[config.mk]
export PLATFORM = sky130hd
export DESIGN_NAME = alu_arbiter
export DESIGN_NICKNAME = d
export VERILOG_FILES = /design/src/rtl/alu_pkg.sv /design/src/rtl/alu_rr_arb2.sv /design/src/rtl/alu_arbiter.sv
export SDC_FILE = /design/constraint.sdc
export NUM_CORES = 1
export LEC_CHECK = 0
export ABC_AREA = 1
export CAP_MARGIN = 40
export CORE_MARGIN = 1
export CORE_UTILIZATION = 34
export DETAILED_ROUTE_END_ITERATION = 16
export GPL_TIMING_DRIVEN = 0
export HOLD_SLACK_MARGIN = 0.02
export PLACE_DENSITY = 0.88
export SYNTH_ARGS = -nofsm -noshare
export SYNTH_HDL_FRONTEND = slang
export SYNTH_HIERARCHICAL = 1
export SYNTH_SLANG_ARGS = --single-unit
export TNS_END_PERCENT = 1
[constraint.sdc]
create_clock -name clk -period 2 [get_ports clk]
set_input_delay 0.6 -clock clk [delete_from_list [all_inputs] [get_ports clk]]
set_output_delay 0.6 -clock clk [all_outputs]
set_load 0.01 [all_outputs]
[src/rtl/alu_pkg.sv]
// Shared definitions for the ALU arbiter: select codes, multi-cycle threshold, sequencer states.
package alu_pkg;

  localparam logic [3:0] ALU_OP_ADD  = 4'h0;
  localparam logic [3:0] ALU_OP_SUB  = 4'h1;
  localparam logic [3:0] ALU_OP_AND  = 4'h2;
  localparam logic [3:0] ALU_OP_OR   = 4'h3;
  localparam logic [3:0] ALU_OP_XOR  = 4'h4;
  localparam logic [3:0] ALU_OP_NOR  = 4'h5;
  localparam logic [3:0] ALU_OP_SLL  = 4'h6;
  localparam logic [3:0] ALU_OP_SRL  = 4'h7;
  localparam logic [3:0] ALU_OP_SRA  = 4'h8;
  localparam logic [3:0] ALU_OP_SLT  = 4'h9;
  localparam logic [3:0] ALU_OP_SLTU = 4'hA;
  localparam logic [3:0] ALU_OP_PASS = 4'hB;
  localparam logic [3:0] ALU_OP_MUL  = 4'hC;
  localparam logic [3:0] ALU_OP_MULH = 4'hD;
  localparam logic [3:0] ALU_OP_DIV  = 4'hE;
  localparam logic [3:0] ALU_OP_REM  = 4'hF;

  localparam logic [3:0] MULTI_OP_BASE = 4'b1100;

  typedef enum logic [1:0] {IDLE, EXEC, RESP} state_t;

  function automatic logic is_multi(input logic [3:0] op);
    return op >= MULTI_OP_BASE;
  endfunction

endpackage

[src/rtl/alu_rr_arb2.sv]
// Two-port round-robin grant: combinational grant when enabled, pointer moves past the winner.
module alu_rr_arb2 (
  input  logic       clk,
  input  logic       rst_n,
  input  logic       en_i,
  input  logic [1:0] valid_i,
  output logic [1:0] grant_o
);

  logic ptr_q, ptr_d;

  always_comb begin
    grant_o = 2'b00;
    if (en_i) begin
      if (valid_i == 2'b11) grant_o[ptr_q] = 1'b1;
      else                  grant_o = valid_i;
    end
  end

  // After any grant the pointer favours the port that did not win.
  always_comb begin
    ptr_d = ptr_q;
    if (|grant_o) ptr_d = grant_o[0];
  end

  always_ff @(posedge clk) begin
    if (!rst_n) ptr_q <= 1'b0;
    else        ptr_q <= ptr_d;
  end

endmodule

[src/rtl/alu_arbiter.sv]
// Arbitrates two issue ports onto the shared ALU, waits the op latency, returns a tagged result.
module alu_arbiter
  import alu_pkg::*;
#(
  parameter int DATA_W    = 32,
  parameter int MULTI_LAT = 4
) (
  input  logic              clk,
  input  logic              rst_n,
  input  logic              req0_valid,
  output logic              req0_ready,
  input  logic [3:0]        req0_op,
  input  logic [DATA_W-1:0] req0_a,
  input  logic [DATA_W-1:0] req0_b,
  input  logic              req1_valid,
  output logic              req1_ready,
  input  logic [3:0]        req1_op,
  input  logic [DATA_W-1:0] req1_a,
  input  logic [DATA_W-1:0] req1_b,
  output logic [3:0]        alu_sel,
  output logic [DATA_W-1:0] alu_a,
  output logic [DATA_W-1:0] alu_b,
  output logic              alu_start,
  input  logic [DATA_W-1:0] alu_result,
  output logic              rsp_valid,
  input  logic              rsp_ready,
  output logic              rsp_id,
  output logic [DATA_W-1:0] rsp_data,
  output logic              busy
);

  localparam logic [3:0] MULTI_CNT = 4'(MULTI_LAT - 1);

  state_t            state_q, state_d;
  logic [3:0]        op_q, cnt_q;
  logic [DATA_W-1:0] a_q, b_q, rsp_data_q;
  logic              id_q, first_q;
  logic [1:0]        grant;
  logic              accept;
  logic [3:0]        op_in;
  logic [DATA_W-1:0] a_in, b_in;

  alu_rr_arb2 u_arb (
    .clk     (clk),
    .rst_n   (rst_n),
    .en_i    (rst_n && (state_q == IDLE)),
    .valid_i ({req1_valid, req0_valid}),
    .grant_o (grant)
  );

  assign accept = |grant;
  assign op_in  = grant[1] ? req1_op : req0_op;
  assign a_in   = grant[1] ? req1_a  : req0_a;
  assign b_in   = grant[1] ? req1_b  : req0_b;

  always_ff @(posedge clk) begin
    if (!rst_n) state_q <= IDLE;
    else        state_q <= state_d;
  end

  always_comb begin
    state_d = state_q;
    case (state_q)
      IDLE:    if (accept)       state_d = EXEC;
      EXEC:    if (cnt_q == 4'd0) state_d = RESP;
      RESP:    if (rsp_ready)    state_d = IDLE;
      default:                   state_d = IDLE;
    endcase
  end

  // Gated by rst_n so nothing handshakes while reset is held.
  always_comb begin
    req0_ready = grant[0];
    req1_ready = grant[1];
    busy       = rst_n && (state_q != IDLE);
    rsp_valid  = rst_n && (state_q == RESP);
    alu_start  = rst_n && (state_q == EXEC) && first_q && is_multi(op_q);
  end

  always_ff @(posedge clk) begin
    if (!rst_n) begin
      op_q       <= '0;
      a_q        <= '0;
      b_q        <= '0;
      id_q       <= 1'b0;
      cnt_q      <= '0;
      first_q    <= 1'b0;
      rsp_data_q <= '0;
    end else begin
      if (accept) begin
        op_q    <= op_in;
        a_q     <= a_in;
        b_q     <= b_in;
        id_q    <= grant[1];
        cnt_q   <= is_multi(op_in) ? MULTI_CNT : 4'd0;
        first_q <= 1'b1;
      end
      if (state_q == EXEC) begin
        first_q <= 1'b0;
        if (cnt_q == 4'd0) rsp_data_q <= alu_result;
        else               cnt_q      <= cnt_q - 4'd1;
      end
    end
  end

  assign alu_sel  = op_q;
  assign alu_a    = a_q;
  assign alu_b    = b_q;
  assign rsp_id   = id_q;
  assign rsp_data = rsp_data_q;

endmodule

==> results.toml, run 1 <==
[pwr]
power_density_nw_per_um2 = 791
cellLeakagePower_uw = 0.00309
ir_drop_mv = 0.421

[timing]
setup_violations = 0
layout_min_cycle_time_ns = 1.96
drv_slew = 0
max_slew_margin = 0.641
fin_crit_sh = 0.978
hold_violations = 0
max_freq_mhz = 511
hold_ws_ns = 0.476
setup_tns_ns = 0
final.setup_skew_ns = 0.00406
worst_pin_slew_ns = 0.539

[synth]
synth_top_family_by_area = "compound AO/OA/AOI/OAI gates"
async_flop_share = 0
yosysUniqueCellTypes = 28
yosys.area_share.xor_xnor = 0.00193
synth_cells = 591
synth_top_flop_cell = "dfxtp_1"
synth_fp_nets = 765
synth_warnings = 6
synth-edff-count = 0
muxShareOfSynthArea = 0
seq_area_frac_synth = 0.482
yosys.area_share.simple = 0.207
syn_avg_cell_area_um2 = 7.66
synth_seq_cells = 109
syn_area_um2 = 4530
synth_fa_ha_area_frac = 0.00276
synth-compound-area-share = 0.218

[cts]
cts_root_buffer = "clkbuf_16"
numClockSinks = 109
cts_tree = "built"
clk_path_buf_depth = 2
clkTransAtPathRegs_ns = 0.07
hold_buffers = 0
htree_levels = 3
cts_buffers = 9
insertion_delay_ns = 0.35

[detailed_routing]
top_layer_used = "met4"
route.met2.wl_um = 7790
drc = 0
wirelength_um = 15700
antenna_left = 0
vias = 5221
firstDrtPassIters = 5
drt_iter0_markers = 272
post_drt_wl_per_cell_um = 14.8
met3_wirelength_um = 1320
drt-met1-wl_um = 6280
drt-vias-per-instance = 4.93

[floorplanning]
fp.dieH_um = 117
dieArea_um2 = 13800
core_area_um2 = 12800
die_x_um = 117
start_util = 0.353
row_count = 41
io_pins = 279

[cells_and_area]
diodes = 0
drive_above_1_share = 0.0846
final_nets = 1057
filler_cell_count = 1113
area_growth_pct = 74.0
layoutNonFillerInstCount = 1059

[grt]
grt_max_degree = 17
track_usage = 0.226
grt_pass1_wl_um = 25000
overflow = 0
antenna_found_initial = 0
grt_pass1_vias = 5050

[min_path]
min_path_cells = 2
min_path_type = "register to register"

[setup_path]
cp.arrival_ns = 1.36
reg2reg_depth = 9
crit_path_cell_trace = "buf_12 > inv_8 > nor3_4 > nand2_1 > inv_2 > nand2_4 > inv_4 > buf_6"
r2r_slack_ns = 0.18
critPathMaxStageDelay_ns = 0.21
cp-endpoint = "req0_ready"
rr_startpoint = "state_q[0]"
startpoint_type = "primary input"
setup.worst_path.start = "rst_n"
reg2reg_to = "alu_a[1]"
crit_fanout = 6
critical_path_class = "primary input to output port"
worst_setup_path_end_kind = "output port"
cp.required_ns = 1.40
cp_slowest_cell = "nor3_4"

[flow_run]
maxCapViolCount = 0

[place]
port_buffers = 278
dp_cells = 1041
dp_hpwl_um = 12000
place_congestion = 0.863

[status]
status = "finished, final reports clean"
worst min-delay path by stage:
stage | startpoint | to | slack (ns)
2_1_floorplan | first_q | first_q | 0.46
3_3_place_gp | rsp_id | rsp_id | 0.45
3_5_place_dp | rsp_id | rsp_id | 0.46
4_1_cts | rsp_id | rsp_id | 0.47
5_1_grt | rst_n | u_arb/ptr_q | 0.49
6_report | rsp_id | rsp_id | 0.48
synthesized netlist by cell type (3+ instances only):
library cell / n / area, µm²
o21ai_1: 42 / 210
inv_1: 9 / 33.8
a21oi_1: 8 / 40.0
clkbuf_1: 10 / 37.5
o21ai_0: 63 / 315
clkbuf_2: 5 / 25.0
a31oi_1: 66 / 413
buf_4: 6 / 45.0
nand3_1: 3 / 15.0
inv_2: 4 / 15.0
dfxtp_1: 109 / 2180
nand2_1: 153 / 574
buf_2: 9 / 45.0
nor2_1: 73 / 274
buf_6: 14 / 158
metal layers:
layer  track usage  vias up
met5             0        -
met4        0.0787        0
met3        0.0681       23
met2         0.401      227
met1         0.253     2400
li1              -     2571
sequential cells by signal, summed over array words and instances (netlist names):
register / count
alu_a: 32
alu_b: 32
rsp_data: 32
alu_sel: 4
cnt_q: 4
state_q: 2
first_q: 1
rsp_id: 1
u_arb/ptr_q: 1
cell type report:
type / count / area (µm²) / share of cell area
Inverter: 16 / 72.6 / 0.00921
Clock buffer: 11 / 243 / 0.0308
Timing Repair Buffer: 281 / 2800 / 0.356
Multi-Input combinational cell: 419 / 1970 / 0.250
Buffer: 47 / 345 / 0.0438
Sequential cell: 109 / 2180 / 0.277
Tap cell: 172 / 215 / 0.0273
Clock inverter: 4 / 48.8 / 0.00619
through the flow:
stage / area (µm²) / util / total power (µW) / setup slack [ns]
finish: 7880 / 0.614 / 6230 / 0.0431
global route: 7880 / 0.614 / 6540 / -0.00933
CTS: 7850 / 0.612 / 6270 / 0.0326
detailed placement: 7540 / 0.588 / 4470 / -1.16
global placement: 7540 / 0.588 / 4440 / -1.16
floorplan: 4540 / - / 3420 / 0.00425
cells by family (layout without fill, tap and decap cells):
group / count (synthesis) / count (layout)
and+or+nand+nor: 237 / 237
adders and majority gates: 1 / 1
AOI/OAI and AO/OA: 180 / 180
xor gates and xnor gates: 1 / 1
buffers and inverters: 63 / 359
DFF: 109 / 109
cell usage in the layout, fill, tap and decap left out, types with 2 or more instances in the layout:
cell type,netlist,final
a21oi_1,8,7
clkbuf_1,10,11
dfxtp_1,109,108
buf_6,14,16
clkbuf_16,0,9
nand3_1,3,3
inv_1,9,8
clkdlybuf4s50_1,0,270
nand2_2,2,2
clkbuf_2,5,5
a21oi_2,1,2
inv_4,1,2
o21ai_0,63,63
o21ai_1,42,42
buf_12,1,2
nor2_1,73,73
inv_2,4,5
buf_2,9,11
buf_4,6,9
nand2_1,153,152
dlygate4sd2_1,0,3
clkinv_2,0,2
a31oi_1,66,66
power by group:
group | total, µW | internal [µW] | switching (µW)
logic | 1860 | 1040 | 822
registers | 2580 | 2440 | 138
clock network | 1790 | 998 | 790
total | 6230 | 4480 | 1750
repair_timing:
action / 4_1_cts / 5_1_grt
setup buffers: 2 / 1
gates cloned: 0 / 0
setup endpoints to repair: 80 / 6
hold endpoints to repair: 0 / 0
resized for setup: 33 / 7
pin swaps: 2 / 3
worst max-delay path: cells and delay by family:
| kind | cells | cell delay (ns) |
|---|---|---|
| buf+inv | 5 | 0.40 |
| simple gates | 3 | 0.36 |
Power figures use the tool's default switching activity.
==> run 2, diff against run 1 <==
--- a/config.mk
+++ b/config.mk
@@ -7,7 +7,7 @@
 export LEC_CHECK = 0
 export ABC_AREA = 1
 export CAP_MARGIN = 40
-export CORE_MARGIN = 1
+export CORE_MARGIN = 5
 export CORE_UTILIZATION = 34
 export DETAILED_ROUTE_END_ITERATION = 16
 export GPL_TIMING_DRIVEN = 0
==> results.toml, run 2 (same netlist as run 1, synthesis figures left out) <==
[setup_path]
reg2reg_to = "alu_a[5]"
startpoint_type = "primary input"
cp-endpoint = "alu_start"
cp.required_ns = 1.40
reg2reg_depth = 8
critical_path_class = "primary input to output port"
cp.arrival_ns = 1.33
rr_startpoint = "state_q[1]"
worst_setup_path_end_kind = "output port"
crit_fanout = 10
setup.worst_path.start = "rst_n"
r2r_slack_ns = 0.23

[cells_and_area]
area_growth_pct = 74.5
drive_above_1_share = 0.0834
stdcell_area_um2 = 7900
layoutNonFillerInstCount = 1063
final_cell_mix = "clkdlybuf4s50_1 (270), nand2_1 (152), dfxtp_1 (107)"
final_nets = 1056
diodes = 0
final_common_cell = "clkdlybuf4s50_1"

[timing]
layout_min_cycle_time_ns = 1.93
final.setup_skew_ns = 0.00739
drv_slew = 0
worst_pin_slew_ns = 0.525
hold_ws_ns = 0.482
finalWorstSetupSlack_ns = 0.0674
hold_violations = 0
fin_crit_sh = 0.966
max_freq_mhz = 517
setup_violations = 0
max_slew_margin = 0.650
rsz0062_at_grt = "false"

[cts]
cts_buffers = 9
numClockSinks = 109
clk_path_buf_depth = 2
htree_levels = 3
clkTransAtPathRegs_ns = 0.07
cts_root_buffer = "clkbuf_16"
hold_buffers = 0
insertion_delay_ns = 0.35
cts_tree = "built"

[place]
dp_cells = 1045
dp_slack_ns = -1.29
place_congestion = 0.851
port_buffers = 278
dp_hpwl_um = 13100
place_area_um2 = 7540

[floorplanning]
dieArea_um2 = 15700
die_x_um = 125
row_count = 42
fp.dieH_um = 125
start_util = 0.345
core_area_um2 = 13100
io_pins = 279

[pwr]
cellLeakagePower_uw = 0.00309
ir_drop_mv = 0.430
power_density_nw_per_um2 = 798

[grt]
track_usage = 0.207
grt_pass1_wl_um = 26100
antenna_found_initial = 0
grt_pass1_vias = 4971
grt_max_degree = 20
overflow = 0

[detailed_routing]
drt_iter0_markers = 290
drc = 0
antenna_left = 0
firstDrtPassIters = 4
drt-vias-per-instance = 4.84
vias = 5148
post_drt_wl_per_cell_um = 15.6
wirelength_um = 16600

[min_path]
hp-start = "rsp_id"
min_path_type = "register to register"

[flow_run]
maxCapViolCount = 0

[status]
status = "finished, final reports clean"
## run 2: cell type report
class	count	area (µm²)
fillers	1172	5240
repair buffers	280	2800
flip-flops and latches	109	2190
multi-input cells	419	1970
plain buffers	47	345
clock buffers	9	225
well taps	176	220
clock inverters	7	82.6
inverters	16	72.6
## run 2: how the worst min path moves through the flow
stage	endpoint	slack, ns	cells past startpoint
finish	rsp_id	0.48	2
global route	u_arb/ptr_q	0.50	3
floorplan	first_q	0.46	2
CTS	rsp_id	0.48	2
global placement	rsp_id	0.45	2
detailed placement	rsp_data[20]	0.47	2
## run 2: power by group
part	total [µW]	switching (µW)	internal [µW]
clock network	1860	863	993
logic	1870	831	1040
registers	2580	139	2440
## run 2: per-layer routing
| metal | global-route usage | share of wire | vias to the layer above |
|---|---|---|---|
| li1 | - | - | 2577 |
| met1 | 0.226 | 0.38 | 2326 |
| met2 | 0.363 | 0.49 | 214 |
| met3 | 0.0844 | 0.094 | 31 |
| met4 | 0.0702 | 0.029 | 0 |
| met5 | 0 | 0 | - |
## run 2: critical path, stage by stage
cell	delay, ns
buf_6	0.13
buf_6	0.16
nand4_1	0.10
nor2_1	0.09
clkdlybuf4s15_1	0.26
## run 2: through the flow
stage | setup TNS, ns | power [µW] | utilization
after floorplan | 0 | 3420 | -
after global placement | -76.45 | 4460 | 0.574
after detailed placement | -79.10 | 4490 | 0.574
after CTS | -0.267 | 6360 | 0.598
after global routing | 0 | 6650 | 0.601
final | 0 | 6300 | 0.601
## run 2: timing repair
| action | CTS | global route |
|---|---|---|
| pin swaps | 0 | 2 |
| endpoints found under the hold margin | 0 | 0 |
| setup buffers | 0 | 2 |
| endpoints found under the setup margin | 80 | 61 |
| gates resized for setup | 26 | 11 |
==> edit 1, RTL diff (settings of run 2) <==
Change the parameter `DATA_W` from 32 to 28.
--- a/src/rtl/alu_arbiter.sv
+++ b/src/rtl/alu_arbiter.sv
@@ -4,3 +4,3 @@
 #(
-  parameter int DATA_W    = 32,
+  parameter int DATA_W    = 28,
   parameter int MULTI_LAT = 4
Ports: changed (8 resized); port bits go from 279 to 247. No check against the original RTL was run, so the function may have changed too.
==> edit 1 against run 2 <==
- sequential cell count down 12
- largest power group unchanged
- fmax is 1.0% lower
- highest routed layer unchanged
- worst setup slack worse by 0.019 ns
- register-to-register slack worse by 0.04 ns
- sequential power decreased by 11%
- final area fell by 11%
- non-clock buffer count is 37 lower
- global-route usage down 1.1 points
- total power is 11% lower
- hold slack lost 0.022 ns
- synthesized area decreased by 12%
- critical endpoint is now req1_ready
- combinational power fell by 13%
- wire length decreased by 13%
- critical path depth increased by 1
==> edit 1: results (changes against run 2) <==
total number of vias 4542 (-12%); worst hold margin 0.460 ns (-0.0221 ns); DP Wirelength 11400 um (-13%); relative slew slack 68.3% (+3.3 points); Largest stage delay, worst path 0.20 ns (-0.06 ns); largest net degree at the start of global routing 15 (-25%); first-pass GRT wire length 22400 um (-14%); VDD IR max 0.000539 V (+25%); CP Max Fanout 9 (-1); status completed; post-synthesis adder-cell area fraction 0.313% (+0.037 points); Switch Pwr 1.56 mW (-15%); Leak Pwr 2.75 nW (-11%); Min-Delay Startpoint rsp_id$_SDFFE_PN0N_; Crit path arrival time 1.35 ns (+0.02 ns); Metal-1 WL 5600 um (-12%); Commonest cells post-synth 137 x nand2_1, 97 x dfxtp_1, 78 x o21ai_0; Cells after DPL 918 (-12%); setup slack, reg-to-reg 0.19 ns (-0.04 ns); number of I/O port buffers 246 (-12%); top post-synthesis cells by area dfxtp_1 49%, nand2_1 13%, o21ai_0 9.8%; post-synthesis sequential area ratio 48.6% (+0.42 points); Post-Syn Nets 683 (-11%); slowest cell on the critical path nor3_4; placer congestion estimate 0.796 (-6.5%); Initial DRC Count 186 (-36%); routed len/inst 15.5 um (-0.84%); area share of xor/xnor cells in the synthesized design 0.219% (+0.026 points); pre-CTS setup slack -1.25 ns (+0.0366 ns); RR Endpoint alu_a[11]$_SDFFE_PN0N_; Netlist cell types 29 (+3.6%); vias in the first global route 4376 (-12%); GRT Util Overall 19.6% (-1.1 points); placed cell areas 6650 um2 (-12%); met3 routed WL 1660 um (+6.1%); post-layout min period 1.95 ns (+0.0194 ns); final net count 943 (-11%); complex-gate fraction of the synthesized area 22.0% (+0.25 points); Reg2Reg Depth 10 (+2); fraction of layout cells with a size suffix above 1 8.06% (-0.28 points)
## edit 1: cell types whose count changed after synthesis, moves of 4 or more
cell      before  now
a31oi_1       66   58
buf_6         14    7
clkbuf_1      10   14
dfxtp_1      109   97
nand2_1      153  137
nor2_1        73   64
o21ai_0       63   78
o21ai_1       42   14
## edit 1: layout make-up
type / count / area, um2
Tap cell: 143 / 179
Buffer: 39 / 250
Sequential cell: 97 / 1940
Timing Repair Buffer: 251 / 2500
Inverter: 16 / 75.1
Clock buffer: 13 / 250
Clock inverter: 3 / 40.0
Fill cell: 1006 / 4460
Multi-Input combinational cell: 375 / 1770
## edit 1: how the worst max path moves through the flow
stage | depth (start not counted) | end | startpoint
2_1_floorplan | 11 | alu_a[23]$_SDFFE_PN0N_ | rst_n
3_3_place_gp | 6 | alu_start | rst_n
3_5_place_dp | 6 | alu_start | rst_n
4_1_cts | 6 | alu_start | rst_n
5_1_grt | 6 | req1_ready | rst_n
6_report | 6 | req1_ready | rst_n
## edit 1: per-layer routing
layer	up-vias	track usage, %
met1	2033	21.6
met2	191	34.5
met3	19	7.69
met5	-	0
met4	0	6.52
li1	2299	-
## edit 1: timing repair
| item | CTS | global route |
|---|---|---|
| pin swaps | 2 | 1 |
| resized for setup | 36 | 7 |
| setup buffers | 1 | 4 |
| gates cloned | 0 | 0 |
| setup endpoints to repair | 70 | 64 |
## edit 1: power groups by stage
stage               Combinational (mW)  Clock (mW)  Sequential, mW
floorplan                        0.575           0            2.43
global placement                  1.59           0            2.32
detailed placement                1.61           0            2.33
CTS                               1.63        1.74            2.29
global route                      1.78        1.82            2.32
finish                            1.63        1.72            2.29
## edit 1: worst max-delay path: cells and delay by family
family / cells / cell delay (ns)
simple gates: 2 / 0.28
compound gates: 1 / 0.13
buf+inv: 3 / 0.33
==> edit 2, RTL diff (flow settings as in run 2) <==
Made on the original files. Re-encode `state_t` (3 states) as one-hot, 3 bits wide.
--- a/src/rtl/alu_pkg.sv
+++ b/src/rtl/alu_pkg.sv
@@ -22,3 +22,3 @@
 
-  typedef enum logic [1:0] {IDLE, EXEC, RESP} state_t;
+  typedef enum logic [2:0] {IDLE = 3'b001, EXEC = 3'b010, RESP = 3'b100} state_t;
 
Formal check against the unedited RTL: same outputs for any inputs over 4 cycles, from zero or initial values and one cycle with rst_n low; so few cycles prove little.
==> edit 2 against run 2 <==
- synthesized area unchanged
- die area unchanged
- worst setup slack worse by 0.028 ns
- clock power is 5% higher
- global-route usage grew 0.55 points
- non-clock buffer count grew 5
- count of clock-buffer cells in the layout up 1
- fmax is 1.5% lower
- utilization up 0.57 points
- wire length rose by 4.8%
- sequential cell count rose by 1
- total power grew 28%
- final area grew 0.95%
- highest routed layer unchanged
==> edit 2: results (changes against run 2) <==
fraction of layout cells with a size suffix above 1 9.33% (+0.99 points); DP Wirelength 13500 um (+3.4%); Largest stage delay, worst path 0.37 ns (+0.11 ns); number of clock buffers in the layout 10 (+1); top post-synthesis cells by area dfxtp_1 49%, nand2_1 13%, o21ai_0 11%; relative slew slack 70.6% (+5.6 points); Post-Syn Nets 775 (+1.3%); post-synthesis sequential area ratio 48.6% (+0.44 points); placer congestion estimate 0.887 (+4.1%); Via density 4.95 (+2.1%); Design Area, Final 7980 um2 (+0.95%); first-pass GRT wire length 27000 um (+3.7%); fillers 1174 (+0.17%); Switch Pwr 2.64 mW (+44%); PostCTS Resize Cnt 46 (+77%); multi-input combinational area share 25.5% (+0.53 points); Final clock-cell share 4.03% (+0.14 points); Setup CP Type reg2out; FF+latch count 110 (+0.92%); Post-Synthesis Cells 601 (+1.7%); crit path to req0_ready; nonclk inv count 15 (-1); Netlist cell types 31 (+11%); post-layout min period 1.96 ns (+0.0285 ns); VDD IR max 0.000495 V (+15%); Buffers excl. clock 332 (+1.5%); vias in the first global route 5387 (+8.4%); CP Max Fanout 5 (-5); status completed; Crit path arrival time 1.36 ns (+0.03 ns); routed len/inst 16.2 um (+3.5%); final net count 1070 (+1.3%)
[edit 2: cells by family (layout without fill, tap and decap cells)]
family	count (synthesis)	after routing	synth area share (%)
simple gates	247	247	21.6
compound gates	178	178	21.8
flops	110	110	48.6
buf+inv	63	362	7.38
xor+xnor	2	2	0.387
fa+ha+maj	1	1	0.276
[edit 2: per-layer routing]
layer,vias to the layer above,GRT usage [%],share of wire (%)
li1,2617,-,-
met1,2452,23.1,40
met2,225,37.8,49
met3,27,7.80,8.7
met4,0,7.65,2.3
met5,-,0,0
[edit 2: power by group through the flow]
stage	combinational, mW	sequential [mW]	clock [mW]
2_1_floorplan	1.26	3.14	0
3_3_place_gp	3.08	2.93	0
3_5_place_dp	3.13	2.96	0
4_1_cts	3.23	2.92	1.99
5_1_grt	3.50	2.99	2.08
6_report	3.21	2.93	1.95
[edit 2: worst max-delay path: cells and delay by family (launching register included)]
family	cells	cell delay, ns
AND/OR/NAND/NOR	5	0.45
buffers and inverters	3	0.20
flip-flops	1	0.37
